[src/rtl/vga_sync_gen.sv]
// rtl/vga_sync_gen.sv - VGA scan counters, sync generation and pixel output stage
//
// Divides clk down to a pixel enable, scans x/y over the full line/frame totals,
// samples the encoder's px_data once per pixel and drives registered colour and
// syncs one pixel behind the counters so that all VGA outputs stay aligned.
//
// Ports:
//   clk          in   system clock
//   rst          in   synchronous active-high reset
//   px_data      in   encoder pixel bit for the current x/y
//   x, y         out  11-bit scan coordinates to the encoder
//   active       out  combinational visible-area flag for the current x/y
//   hsync, vsync out  registered syncs, asserted level SYNC_POL
//   vga_r/g/b    out  registered 4-bit colour, all ones when lit
//   frame_start  out  one-clk pulse when the counters wrap to (0,0)

module vga_sync_gen #(
    parameter int CLK_DIV  = 4,
    parameter int H_ACTIVE = 640,
    parameter int H_FP     = 16,
    parameter int H_SYNC   = 96,
    parameter int H_BP     = 48,
    parameter int V_ACTIVE = 480,
    parameter int V_FP     = 10,
    parameter int V_SYNC   = 2,
    parameter int V_BP     = 33,
    parameter int SYNC_POL = 0
) (
    input  logic        clk,
    input  logic        rst,
    input  logic        px_data,
    output logic [10:0] x,
    output logic [10:0] y,
    output logic        active,
    output logic        hsync,
    output logic        vsync,
    output logic [3:0]  vga_r,
    output logic [3:0]  vga_g,
    output logic [3:0]  vga_b,
    output logic        frame_start
);

    localparam int DW = $clog2(CLK_DIV);

    localparam logic [DW-1:0] DIV_MAX  = DW'(CLK_DIV - 1);
    localparam logic [10:0]   H_ACT    = 11'(H_ACTIVE);
    localparam logic [10:0]   HS_START = 11'(H_ACTIVE + H_FP);
    localparam logic [10:0]   HS_END   = 11'(H_ACTIVE + H_FP + H_SYNC);
    localparam logic [10:0]   H_LAST   = 11'(H_ACTIVE + H_FP + H_SYNC + H_BP - 1);
    localparam logic [10:0]   V_ACT    = 11'(V_ACTIVE);
    localparam logic [10:0]   VS_START = 11'(V_ACTIVE + V_FP);
    localparam logic [10:0]   VS_END   = 11'(V_ACTIVE + V_FP + V_SYNC);
    localparam logic [10:0]   V_LAST   = 11'(V_ACTIVE + V_FP + V_SYNC + V_BP - 1);
    localparam logic          POL      = 1'(SYNC_POL);

    logic [DW-1:0] div_q, div_d;
    logic [10:0]   x_q, x_d;
    logic [10:0]   y_q, y_d;
    logic          lit_q, lit_d;
    logic          hsync_q, hsync_d;
    logic          vsync_q, vsync_d;
    logic          fs_q, fs_d;

    logic px_en;
    logic hs_window;
    logic vs_window;

    assign px_en     = (div_q == DIV_MAX);
    assign active    = (x_q < H_ACT) && (y_q < V_ACT);
    assign hs_window = (x_q >= HS_START) && (x_q < HS_END);
    assign vs_window = (y_q >= VS_START) && (y_q < VS_END);

    always_comb begin
        div_d   = px_en ? '0 : div_q + 1'b1;
        x_d     = x_q;
        y_d     = y_q;
        lit_d   = lit_q;
        hsync_d = hsync_q;
        vsync_d = vsync_q;
        fs_d    = 1'b0;
        if (px_en) begin
            // Output stage samples the pixel the counters currently hold, so
            // colour and syncs trail x/y by exactly one pixel.
            lit_d   = active && px_data;
            hsync_d = hs_window ? POL : ~POL;
            vsync_d = vs_window ? POL : ~POL;
            if (x_q == H_LAST) begin
                x_d = '0;
                if (y_q == V_LAST) begin
                    y_d  = '0;
                    fs_d = 1'b1;
                end else begin
                    y_d = y_q + 11'd1;
                end
            end else begin
                x_d = x_q + 11'd1;
            end
        end
    end

    always_ff @(posedge clk) begin
        if (rst) begin
            div_q   <= '0;
            x_q     <= '0;
            y_q     <= '0;
            lit_q   <= 1'b0;
            hsync_q <= ~POL;
            vsync_q <= ~POL;
            fs_q    <= 1'b0;
        end else begin
            div_q   <= div_d;
            x_q     <= x_d;
            y_q     <= y_d;
            lit_q   <= lit_d;
            hsync_q <= hsync_d;
            vsync_q <= vsync_d;
            fs_q    <= fs_d;
        end
    end

    assign x           = x_q;
    assign y           = y_q;
    assign hsync       = hsync_q;
    assign vsync       = vsync_q;
    assign vga_r       = {4{lit_q}};
    assign vga_g       = {4{lit_q}};
    assign vga_b       = {4{lit_q}};
    assign frame_start = fs_q;

endmodule
[config.mk]
export PLATFORM = sky130hd
export DESIGN_NAME = vga_sync_gen
export DESIGN_NICKNAME = d
export VERILOG_FILES = /design/src/rtl/vga_sync_gen.sv
export SDC_FILE = /design/constraint.sdc
export NUM_CORES = 1
export LEC_CHECK = 0
export CORE_MARGIN = 5
export CORE_UTILIZATION = 47
export DETAILED_ROUTE_END_ITERATION = 10
export MAX_ROUTING_LAYER = met4
export PLACE_DENSITY_LB_ADDON = 0.3
export SYNTH_ARGS = -nofsm -noshare
export SYNTH_HDL_FRONTEND = slang
export SYNTH_SLANG_ARGS = --single-unit
[constraint.sdc]
create_clock -name clk -period 1.9 [get_ports clk]
set_input_delay 0.285 -clock clk [delete_from_list [all_inputs] [get_ports clk]]
set_output_delay 0.285 -clock clk [all_outputs]
set_load 0.005 [all_outputs]
======== After elaboration in Yosys (flattened, before gate mapping) ========
Index checks and enable logic that the tools add are counted.
cells by class
  $add $sub $neg .......................... 3
  order comparisons ....................... 6
  equal/unequal tests ..................... 3
  muxes and demuxes ....................... 5
  bitwise gates (word level) .............. 2
  reductions and logical operators ........ 7
operator list
  cell                   count
  $add 11x1->11 const B  2
  $eq 11x10->1 const B   2
  $lt 11x10->1 const B   2
  $lt 11x9->1 const B    2
  $mux 11                2
  $ge 11x10->1 const B   1
  $ge 11x9->1 const B    1
  $logic_and 1x1->1      4
  $mux 1                 3
  $reduce_or 3->1        1
  $add 2x1->2 const B    1
  $eq 2x2->1 const B     1
  $not 1->1              2
  $reduce_and 2->1       1
  $reduce_or 2->1        1
word-level totals
  register bits ........................... 28
  input port bits ......................... 3
  output and inout port bits .............. 38
  logic and storage cells ................. 33

======== Depth between registers and ports, before layout ========
  depth in word-level cells ............... 3
  gate-level depth with buffers ........... 7
  mapped depth without buffers ............ 6

======== Worst setup path after synthesis ========
OpenSTA, ideal clock, no wires.
  path kind ............................... flip-flop to flip-flop
  start ................................... register x_q[0], in the netlist x[0]
  end ..................................... register y_q[10], in the netlist y[10]
  library setup time ...................... 70 ps
  data arrival time ....................... 1652 ps
  data required time ...................... 1830 ps
  setup slack ............................. 177 ps
  stages on the path, launching flop included .. 7
  path buffers ............................ 1
  period minus slack after synthesis ...... 1723 ps
  path through ............................ dfxtp_1 > ha_1 > and4_1 > buf_2 > nand4_4 > or4_1 > a21oi_1
on the way
  word-level cells in the longest chain between the ends .. 2
RTL lines
  what                        line  text
  start, declared             57    logic [10:0] x_q, x_d;
  start signal, assigned      104   x_q <= '0;
  start signal, assigned      112   x_q <= x_d;
  $eq 11x10->1                87    if (x_q == H_LAST) begin
  $reduce_and 2->1 (no line)  n/a
  end signal, assigned        113   y_q <= y_d;
  end, declared               58    logic [10:0] y_q, y_d;
Every way passes these cells.
A chain may end at the register's enable or synchronous reset.

======== Worst setup path after layout ========
  start ................................... register y_q[8], in the netlist y[8]
  end ..................................... output port active
on the way
  word-level cells in the longest chain between the ends .. 2
RTL lines
  what               line  text
  $lt 11x9->1        69    assign active = (x_q < H_ACT) && (y_q < V_ACT);
  $logic_and 1x1->1  69
  end, declared      34    output logic active,
Every way passes these cells.

==> metrics list <==
* Status: completed
* Number of antenna violations at the first check in global routing: 0
- Of all nets on the critical path, the largest fanout is 4.
* Final weighted congestion in routability-driven placement: 0.875
* Number of input and output port buffers inserted: 40
* Clock-pin slew on the worst setup and hold paths: 0.16 ns
* DP Cell Count: 253
- In the synthesized netlist, mux cells make up 0% of the area.
- For the worst setup path, the data required time is 1.62 ns.
* Avg Synthesized Cell Area: 8.84 um^2
* Final nets: 221
- The first global-routing pass estimated 6670 um of wire.
- Synthesis-to-layout area growth: 35.7%
- The total overflow left after global routing is 0.
- Data arrives at the worst endpoint at 1.54 ns.
- Net count after synthesis: 175
- Setup repair after global routing left no endpoint under its margin.
- The number of cells on the worst reg-to-reg path is 5.
- Final setup vio count: 0
- Area share of fa/ha/maj cells after synthesis: 3.37%
* Total core area: 3050 um^2
* Hold Vio Cnt, Final: 0
- Portion of the post-synthesis area used by sequential elements: 37.7%
- The repair_antennas step left the layout with diodes totalling 0.
* Fin area: 2020 um^2
- CTS placed an instance of sky130_fd_sc_hd__clkbuf_4 at the clock tree root.
- Clk Latency, worst-skew pair: 0.33 ns
- Sorting the synthesized cells by area gives the leading types as sky130_fd_sc_hd__dfxtp_1 38%, sky130_fd_sc_hd__buf_4 6.1%, sky130_fd_sc_hd__xnor2_1 5.3%.
- The slowest stage of the critical path is the sky130_fd_sc_hd__dfxtp_1 cell.
- Clock buffer count from CTS: 3
- Post-synth EDFFs: 0
* Worst Hold Depth: 1
- Peak supply drop: 0.541 mV
* CTS tree: built
- The path class of the tightest hold or removal check is register to register.
- Buffer and inverter count on the worst path: 1
- Count of state elements after synthesis: 28
- Pre-antenna DRT Iters: 4
* CTS H-Tree Depth: 1
- For this run, the number of standard cells in the final layout without fillers is 257.
- In the final routed layout, each cell accounts on average for 15.7 um.
* Total GRT Usage: 19.8%
- Leading area contributor after synthesis: sky130_fd_sc_hd__dfxtp_1
- I/O pin total: 41
- Top flip-flop cell by instance count after synthesis: sky130_fd_sc_hd__dfxtp_1
* Classification of the worst setup path: register to primary output
* Final wirelength: 4040 um
* Xor/xnor cell area share of the yosys netlist: 7.67%
* Post-synthesis async set-or-reset flop share: 0%
* Measured slew at the worst slew-check pin: 0.386 ns
- Initial standard-cell utilization of the core: 48.6%
- Slowest cell delay on critical path: 0.35 ns
* Vias per std cell: 5.41
- The number of setup buffers added after CTS is 0.
- Worst setup slack before clock tree synthesis: 0.0744 ns
- The detailed router finished its first iteration with 86 violations.
* Yosys top cell area share: 37.7%
- Max-cap violations in this run came to 0.
* Die Y: 66.2 um
* Total vias in the final route: 1390
* Width of the die: 66.2 um
* Final core utilization: 66.0%
* Yosys warnings: 0
* Total Neg Setup Slack: 0 ns
* Main combinational cell family by area after synthesis: simple AND/OR/NAND/NOR gates
- Final critical delay including setup and external delays: 1.83 ns
- Relative slew slack: 73.9%
* Type of destination of the critical path: primary output
- The floorplan step defined a die boundary enclosing 4380 um^2.
- For this run, design rule violations remaining after detail routing come to 0.
- Grouping stages by cell kind, the critical path spends the most delay in simple AND/OR/NAND/NOR gates.
* Total half-perimeter wirelength after legalization and detailed placement: 3100 um
- Entering global routing, the biggest net connects 16 pins.
* Startpoint type of the worst setup path: register
- Area of the mapped netlist: 1490 um^2
* Clk_skew: 0.00341 ns
- The analysis attributes to cell leakage a power of 0.720 nW.
- Counting the fill cells in the layout gives 276.
- In this run the cell area measured after placement is 1970 um^2.
* Number of distinct library cells after synthesis: 38
- The max-slew violation count came to 0.
- The initialized floorplan defines 20 standard-cell rows.
- Total power divided by cell area: 484 nW/um^2
* Post-synthesis simple-gate area fraction: 32.3%
- After layout, the worst path uses 96.1% of the clock period.
- Vias in the first global route: 1360
- The critical path crosses 3 cells after its start point.
* Post-synthesis compound-gate area fraction: 8.76%
- Gate count of the mapped netlist: 168
* Hold Buf Count CTS: 0
- Maximum clock frequency: 548 MHz
- Critical path cell sequence: and4_1 -> nor4bb_2 -> dlygate4sd2_1
- For this design, the sink count on the clock tree is 28.
- Cells with a size suffix above 1 make up 16.4% of the layout.
- The worst path meets setup with 0.0736 ns of slack.
* Number of buffers on the longest clock path: 2
- The count of nets left with antenna violations once routing finished came out at 0.
==> path summary, 6_finish.rpt <==
path              startpoint  endpoint  slack [ns]
hold / removal      div_q[0]  div_q[0]        0.45
hold reg to reg     div_q[0]  div_q[0]        0.45
setup / recovery        y[8]    active        0.07
setup reg to reg        x[9]      y[5]        0.10
==> through the flow <==
stage          hold slack [ns]  total power (W)
2_1_floorplan            0.404         0.000654
3_3_place_gp             0.414         0.000681
3_5_place_dp             0.431         0.000684
4_1_cts                  0.451         0.000981
5_1_grt                  0.460          0.00101
6_report                 0.447         0.000977
==> cells in the mapped netlist, drive strengths merged, types with 2 or more instances <==
cell type  number
nor3b           2
inv             5
o31ai           3
buf            16
o21ai           6
ha              4
or3             2
clkbuf          4
xnor2           9
o21bai          2
nand2b          4
and4            2
nand4b          2
xor2            4
nor4bb          2
a21oi          10
nor2           18
nand4           8
nand3           9
nor4            5
dfxtp          28
nand3b          3
nand2           7
or4             2
nor3            6
==> cells in the final DEF, fill, tap and decap left out, types with 2 or more instances in the layout <==
cell type | synthesis | layout
sky130_fd_sc_hd__o21ai_0 | 6 | 6
sky130_fd_sc_hd__nand3b_1 | 3 | 3
sky130_fd_sc_hd__xnor2_1 | 9 | 9
sky130_fd_sc_hd__nand3_1 | 9 | 8
sky130_fd_sc_hd__nor4_1 | 3 | 3
sky130_fd_sc_hd__or4_1 | 2 | 2
sky130_fd_sc_hd__ha_1 | 4 | 4
sky130_fd_sc_hd__nor2_1 | 18 | 18
sky130_fd_sc_hd__o31ai_1 | 3 | 3
sky130_fd_sc_hd__a21oi_1 | 10 | 10
sky130_fd_sc_hd__nor3_1 | 6 | 6
sky130_fd_sc_hd__buf_4 | 12 | 21
sky130_fd_sc_hd__inv_1 | 5 | 5
sky130_fd_sc_hd__clkbuf_4 | 0 | 3
sky130_fd_sc_hd__nand2b_1 | 4 | 3
sky130_fd_sc_hd__nand4b_1 | 2 | 2
sky130_fd_sc_hd__nand4_1 | 7 | 7
sky130_fd_sc_hd__or3_1 | 2 | 2
sky130_fd_sc_hd__xor2_1 | 4 | 4
sky130_fd_sc_hd__nand2_1 | 7 | 7
sky130_fd_sc_hd__clkdlybuf4s50_1 | 0 | 39
sky130_fd_sc_hd__dfxtp_1 | 28 | 28
==> worst register-to-register path, cell delays in order, from the launching register on <==
cell and delay, ns:
sky130_fd_sc_hd__dfxtp_1 0.44, sky130_fd_sc_hd__buf_4 0.16, sky130_fd_sc_hd__or4b_4 0.51, sky130_fd_sc_hd__nor4_4 0.33, sky130_fd_sc_hd__nand3b_1 0.12, sky130_fd_sc_hd__a21oi_1 0.17
==> power by group <==
| group | switching (W) | internal, W |
|---|---|---|
| clock | 0.000188 | 0.000117 |
| combinational | 0.0000293 | 0.0000402 |
| sequential | 0.00000548 | 0.000596 |
| total | 0.000223 | 0.000753 |
==> state kept, by name, summed over array words and instances (netlist names) <==
| name | flops |
|---|---|
| div_q | 2 |
| frame_start | 1 |
| hsync | 1 |
| lit_q | 1 |
| vsync | 1 |
| x | 11 |
| y | 11 |
==> cell type report <==
type | instances | area (um^2) | share of cell area (%)
sequential | 28 | 561 | 27.8
multi-input combinational | 115 | 788 | 39.1
inverter | 5 | 18.8 | 0.931
clock buffer | 4 | 36.3 | 1.80
tap | 44 | 55.1 | 2.73
timing repair buffer | 61 | 557 | 27.6
==> layer usage <==
layer / share of wire [%] / global-route usage (%)
met5: 0 / -
met4: 1.2 / 4.31
met3: 3.9 / 3.40
met2: 54 / 36.1
met1: 41 / 22.4
==> what timing repair did <==
action | CTS | global route
endpoints found under the setup margin | 1 | 15
cloned | 0 | 0
gates resized for setup | 2 | 3
==> cells by family after synthesis <==
group,count (synthesis)
AO/OA/AOI/OAI,22
XOR/XNOR,13
adder cells (fa/ha/maj),4
buffers and inverters,25
flip-flops,28
AND/OR/NAND/NOR,76
(Power assumes the default switching activity.)
